<file path="config.mk">
export PLATFORM = sky130hd
export DESIGN_NAME = gpio_pattern_gen
export DESIGN_NICKNAME = d
export VERILOG_FILES = /design/src/rtl/gpio_pkg.sv /design/src/rtl/gpio_chan.sv /design/src/rtl/gpio_pattern_gen.sv
export SDC_FILE = /design/constraint.sdc
export NUM_CORES = 1
export LEC_CHECK = 0
export ABC_AREA = 0
export CORE_AREA = 2 2 293 150
export CTS_CLUSTER_DIAMETER = 30
export DETAILED_ROUTE_END_ITERATION = 12
export DIE_AREA = 0 0 295 152
export PLACE_DENSITY = 0.78
export SYNTH_ARGS = -nofsm -noshare
export SYNTH_HDL_FRONTEND = slang
export SYNTH_SLANG_ARGS = --single-unit
</file>
<file path="constraint.sdc">
create_clock -name clk50 -period 6.5 [get_ports clk50]
set_input_delay 0.65 -clock clk50 [delete_from_list [all_inputs] [get_ports clk50]]
set_output_delay 0.65 -clock clk50 [all_outputs]
set_load 0.01 [all_outputs]
</file>
<file path="src/rtl/gpio_pkg.sv">
// Mode encoding shared by the GPIO pattern generator top and its channel slices.
package gpio_pkg;

  typedef enum logic [1:0] {
    MODE_OFF   = 2'd0,
    MODE_ON    = 2'd1,
    MODE_BLINK = 2'd2,
    MODE_PWM   = 2'd3
  } mode_e;

endpackage

</file>
<file path="src/rtl/gpio_chan.sv">
// One GPIO pattern channel: holds its own mode/period/duty and advances its
// counter and output level once per prescaler tick; a config write restarts it.
module gpio_chan
  import gpio_pkg::*;
#(
  parameter int unsigned CNT_W      = 16,
  parameter mode_e       RST_MODE   = MODE_BLINK,
  parameter int unsigned RST_PERIOD = 1000
) (
  input  logic             clk50,
  input  logic             rst_n,
  input  logic             tick_i,
  input  logic             we_i,
  input  logic [1:0]       mode_i,
  input  logic [CNT_W-1:0] period_i,
  input  logic [CNT_W-1:0] duty_i,
  output logic             lvl_o
);

  mode_e            mode_q, mode_d;
  logic [CNT_W-1:0] period_q, period_d;
  logic [CNT_W-1:0] duty_q, duty_d;
  logic [CNT_W-1:0] cnt_q, cnt_d;
  logic             lvl_q, lvl_d;

  logic [CNT_W-1:0] lastCnt;
  logic [CNT_W-1:0] cntNext;

  always_ff @(posedge clk50) begin
    if (!rst_n) begin
      mode_q   <= RST_MODE;
      period_q <= CNT_W'(RST_PERIOD);
      duty_q   <= '0;
      cnt_q    <= '0;
      lvl_q    <= 1'b0;
    end else begin
      mode_q   <= mode_d;
      period_q <= period_d;
      duty_q   <= duty_d;
      cnt_q    <= cnt_d;
      lvl_q    <= lvl_d;
    end
  end

  // A zero period behaves like a period of one, so period-1 never wraps.
  always_comb begin
    mode_d   = mode_q;
    period_d = period_q;
    duty_d   = duty_q;
    cnt_d    = cnt_q;
    lvl_d    = lvl_q;
    lastCnt  = (period_q == '0) ? '0 : period_q - CNT_W'(1);
    cntNext  = (cnt_q >= lastCnt) ? '0 : cnt_q + CNT_W'(1);

    if (we_i) begin
      mode_d   = mode_e'(mode_i);
      period_d = period_i;
      duty_d   = duty_i;
      cnt_d    = '0;
      lvl_d    = 1'b0;
    end else if (tick_i) begin
      unique case (mode_q)
        MODE_OFF: begin
          cnt_d = '0;
          lvl_d = 1'b0;
        end
        MODE_ON: begin
          cnt_d = '0;
          lvl_d = 1'b1;
        end
        MODE_BLINK: begin
          cnt_d = cntNext;
          if (cnt_q >= lastCnt) begin
            lvl_d = ~lvl_q;
          end
        end
        MODE_PWM: begin
          if (period_q == '0) begin
            cnt_d = '0;
            lvl_d = 1'b0;
          end else begin
            cnt_d = cntNext;
            lvl_d = (cntNext < duty_q);
          end
        end
      endcase
    end
  end

  assign lvl_o = lvl_q;

endmodule

</file>
<file path="src/rtl/gpio_pattern_gen.sv">
// Multi-channel GPIO pattern driver: a shared prescaler tick drives CHANNELS
// independent OFF/ON/BLINK/PWM channels, each reprogrammable via one write port.
module gpio_pattern_gen
  import gpio_pkg::*;
#(
  parameter int unsigned FREQ        = 50_000_000,
  parameter int unsigned TICK_HZ     = 1000,
  parameter int unsigned CHANNELS    = 8,
  parameter int unsigned CNT_W       = 16,
  parameter bit          ACTIVE_HIGH = 1'b1,
  parameter logic [1:0]  RST_MODE    = 2'd2,
  parameter int unsigned RST_PERIOD  = 1000,
  localparam int unsigned CH_W       = (CHANNELS > 1) ? $clog2(CHANNELS) : 1
) (
  input  logic                clk50,
  input  logic                rst_n,
  input  logic                cfg_we,
  input  logic [CH_W-1:0]     cfg_ch,
  input  logic [1:0]          cfg_mode,
  input  logic [CNT_W-1:0]    cfg_period,
  input  logic [CNT_W-1:0]    cfg_duty,
  output logic                tick,
  output logic [CHANNELS-1:0] gpio
);

  localparam int unsigned DIV   = FREQ / TICK_HZ;
  localparam int unsigned PRE_W = (DIV > 1) ? $clog2(DIV) : 1;

  if (DIV < 1) begin : gBadDiv
    $error("gpio_pattern_gen: FREQ/TICK_HZ must be at least 1");
  end

  logic [PRE_W-1:0]    pre_q, pre_d;
  logic                tick_q, tick_d;
  logic [CH_W:0]       chExt;
  logic                chValid;
  logic [CHANNELS-1:0] chWe;
  logic [CHANNELS-1:0] lvlVec;

  always_ff @(posedge clk50) begin
    if (!rst_n) begin
      pre_q  <= '0;
      tick_q <= 1'b0;
    end else begin
      pre_q  <= pre_d;
      tick_q <= tick_d;
    end
  end

  always_comb begin
    pre_d  = pre_q + PRE_W'(1);
    tick_d = 1'b0;
    if (pre_q == PRE_W'(DIV - 1)) begin
      pre_d  = '0;
      tick_d = 1'b1;
    end
  end

  // Widen by one bit so out-of-range channel numbers are rejected for any CHANNELS.
  assign chExt   = {1'b0, cfg_ch};
  assign chValid = (chExt < (CH_W + 1)'(CHANNELS));

  always_comb begin
    chWe = '0;
    for (int i = 0; i < int'(CHANNELS); i++) begin
      chWe[i] = cfg_we && chValid && (cfg_ch == CH_W'(i));
    end
  end

  for (genvar i = 0; i < CHANNELS; i++) begin : gChan
    gpio_chan #(
      .CNT_W     (CNT_W),
      .RST_MODE  (mode_e'(RST_MODE)),
      .RST_PERIOD(RST_PERIOD)
    ) uChan (
      .clk50   (clk50),
      .rst_n   (rst_n),
      .tick_i  (tick_q),
      .we_i    (chWe[i]),
      .mode_i  (cfg_mode),
      .period_i(cfg_period),
      .duty_i  (cfg_duty),
      .lvl_o   (lvlVec[i])
    );
  end

  assign tick = tick_q;
  assign gpio = ACTIVE_HIGH ? lvlVec : ~lvlVec;

endmodule

</file>
==> results.md <==
Power and ir drop:
- In this run the static leakage power is 12.6 nW.
- The power per unit of standard cell area is about 230 nW/um2.
- The maximum vdd drop is roughly 0.23 mV.
- The final total power is slightly below 7 mW.

STA:
- The clock skew is between 0.02 and 0.03 ns.
- Setup repair after global routing left no endpoint under its margin.
- After layout, the worst path uses between 80 and 90% of the clock period.
- The worst-margin pin slew is approximately 1.3 ns.
- The worst relative slew slack is between 10% and 20%.
- The count of endpoints failing hold in the final timing report came to 0.
- The final critical path time including I/O delays and setup is 5.74 ns.
- The final-layout setup total negative slack is 0 ns.
- For this run, the top clock speed supported by timing is 174 MHz.
- The final-report max-slew violation count is 0.
- The setup violation total in the final timing report is 0.

Placement:
- The cell area reported after detailed placement is between 20000 and 30000 um2.
- The estimated wirelength of the detail-placed design is approximately 60 mm.
- The port buffer count is 48.
- The congestion estimate from routability-driven global placement came to between 1 and 1.5.

Clock network:
- The count of hold-fix buffers inserted at cts is 0.
- The clock network latency to the later pin of the worst-skew pair is roughly 0.60 ns.
- After clock tree synthesis, the clock-pin slew on the worst setup and hold paths is 0.06 ns.
- Clock tree synthesis inserted a total of 66 buffers.
- The number of cells upsized or downsized after cts is 0.
- TritonCTS built the clock tree.
- The largest buffer count on any clock path is 3.
- The CTS sink count is about 430.
- The H-tree level count is 3.
- The cell chosen for the clock root is clkbuf_16.
- The number of setup buffers added after CTS is 0.

Yosys:
- The net count of the mapped netlist is just under 4k.
- The commonest cells after synthesis are nand2_1, dfxtp_1, a21oi_1.
- Synthesis produced around 3.6k cells.
- The number of different library cells in the post-synthesis netlist is just over 70.
- The share of synthesized flip-flops with an asynchronous set or reset is 0%.
- The portion of synthesized cell area occupied by the leading cell type is approximately a third.
- In the synthesized netlist the dominant register cell turns out to be dfxtp_1.
- The largest total area in the synthesized netlist belongs to dfxtp_1.
- The post-synthesis instance area is around 27000 um2.
- The sequential-to-total area share from yosys stat is 31.8%.
- The most frequent cell after synthesis is nand2_1.
- The synthesized design contains about 430 register bits.
- For this run, the number of Yosys warnings is 0.
- In the post-synthesis netlist, the biggest area contributors are dfxtp_1, ha_1, nand2_1.
- The count of flip-flops with a built-in enable after synthesis is 0.
- The average instance in the mapped netlist occupies 7.43 um2.

Global routing:
- The first global-routing pass estimated between 100 and 150 mm of wire.
- The initial antenna violation count is 0.
- In the global route stage, overall resource usage came out at between 30% and 40%.
- The pin count of the biggest net entering global routing is 80.
- The via count of the first global-routing pass is 24.2k.
- For this run the aggregate overflow at the end of global routing stands at 0.

Critical path:
- The class of the most critical setup path is flip-flop to flip-flop.
- The biggest fanout along the worst timing path is 16.
- The arrival time of the worst setup path is around 6.3 ns.
- The required time of the critical path is about 7 ns.
- The element type at the critical path end is a flip-flop.
- STA classifies the critical path startpoint as a flip-flop.

Detailed routing:
- For this block, the via count after detailed routing is between 20k and 30k.
- The DRC violation total after the first TritonRoute iteration is about 3.4k.
- Wires add up to between 80 and 90 mm.
- The remaining routing DRC violations is 0.
- The number of search-and-repair iterations in the first detailed-routing pass is 7.
- The detailed-route vias per instance is between 6 and 7.
- The antenna violation net count after detailed routing is 0.
- Dividing the detail-routed wire length by the instance count gives 20.2 um.

Hold path:
- The worst hold-check path type is flip-flop to flip-flop.

Layout:
- The utilization of the core after routing is 69.7%.
- In the final layout, the share of cells above drive strength 1 is just under 5%.
- The area of all placed cells without fillers is ~30000 um2.
- The area growth from synthesis to final layout is 10.9%.
- After the last flow step, the layout net total stands at approximately 3.9k.

Die:
- For this configuration, the core starts out at a cell density of 62.8%.
- The total die area is between 40000 and 50000 um2.
- From bottom edge to top edge, the die measures approximately 150 um.
- The row count is 54.
- between 40 and 50 I/O pins were placed.
- The floorplan step defined a core boundary enclosing ~43000 um2.
- The die is just under 300 um wide.

Outcome:
- The run finished with clean final reports.

Job:
- Max-cap violations in this run came to 0.
-- logic make-up (layout without fill, tap and decap cells) --
kind of cell / count (synthesis) / after routing / share of synthesized area (%)
other: 0 / 2 / 0
DFF: 425 / 425 / 31.8
and+or+nand+nor: 1613 / 1613 / 27.1
buffers and inverters: 378 / 380 / 5.64
muxes: 11 / 11 / 0.411
adders and majority gates: 273 / 273 / 12.8
AOI/OAI and AO/OA: 685 / 685 / 15.2
xor gates and xnor gates: 218 / 218 / 7.13
-- stage by stage --
step	hold WS, ns	std cells	worst slack [ns]
after global routing	0.471	4193	0.380
after floorplan	0.430	3603	1.34
after global placement	0.440	4074	1.06
after detailed placement	0.447	4074	0.931
after CTS	0.454	4193	0.856
final	0.453	4195	0.760
-- worst max-delay path, stage by stage, from the launching register on --
cell	delay [ns]
dfxtp_1	0.36
or4_1	0.59
nor4_1	0.56
and2_1	0.38
nor2_1	0.08
ha_1	0.28
nand2b_1	0.14
a21o_1	0.17
a211o_1	0.29
a221oi_1	0.61
nand2_1	0.52
nor2_1	0.26
ha_1	0.27
a21o_1	0.18
a21o_1	0.18
a21oi_1	0.17
nor3_1	0.06
nor4_1	0.21
o41ai_1	0.13
o22ai_1	0.19
-- layout by cell type (no fill, tap or decap), drive strengths merged, types with 71 or more instances in the layout --
| cell type | count |
|---|---|
| nand2 | 822 |
| dfxtp | 425 |
| a21oi | 334 |
| ha | 273 |
| nor2 | 247 |
| inv | 208 |
| nand3 | 155 |
| o21ai | 122 |
| xor2 | 119 |
| xnor2 | 99 |
| clkbuf | 76 |
| a21o | 71 |
| nor3 | 71 |
-- layer usage --
metal	wire, um	track usage (%)	vias to the layer above
met1	37100	54.6	12115
met3	11400	11.3	193
met2	33700	51.7	1358
li1	-	-	12247
met4	2310	11.4	0
met5	0	0	-
-- power breakdown --
group	leakage [nW]	switching, mW	internal [mW]	total [mW]
Combinational	8.10	0.301	0.136	0.436
Clock	1.11	1.46	2.24	3.70
Sequential	3.44	0.0438	2.65	2.69
-- layout make-up --
type	count	area (um2)
multi-input cells	2800	16800
clock buffers	76	1780
diodes	2	5.00
clock inverters	43	519
repair buffers	70	641
inverters	191	722
fillers	3419	12900
well taps	588	736
flip-flops and latches	425	8510
-- sequential cells by signal, summed over array words and instances, names as in the netlist --
name,count
gChan.uChan.period_q,128
gChan.uChan.cnt_q,128
gChan.uChan.duty_q,128
tick,1
gChan.uChan.lvl_o,8
pre_q,16
gChan.uChan.mode_q,16
-- final timing paths --
check	startpoint	endpoint	slack (ns)	cells after the start
worst min register to register	gChan[0].uChan.duty_q[7]	gChan[0].uChan.duty_q[7]	0.45	2
worst min-delay path	gChan[0].uChan.duty_q[7]	gChan[0].uChan.duty_q[7]	0.45	2
worst max-delay path	gChan[0].uChan.period_q[10]	gChan[0].uChan.lvl_o	0.76	19
worst max register to register	gChan[0].uChan.period_q[10]	gChan[0].uChan.lvl_o	0.76	19
(Power assumes the default switching activity.)
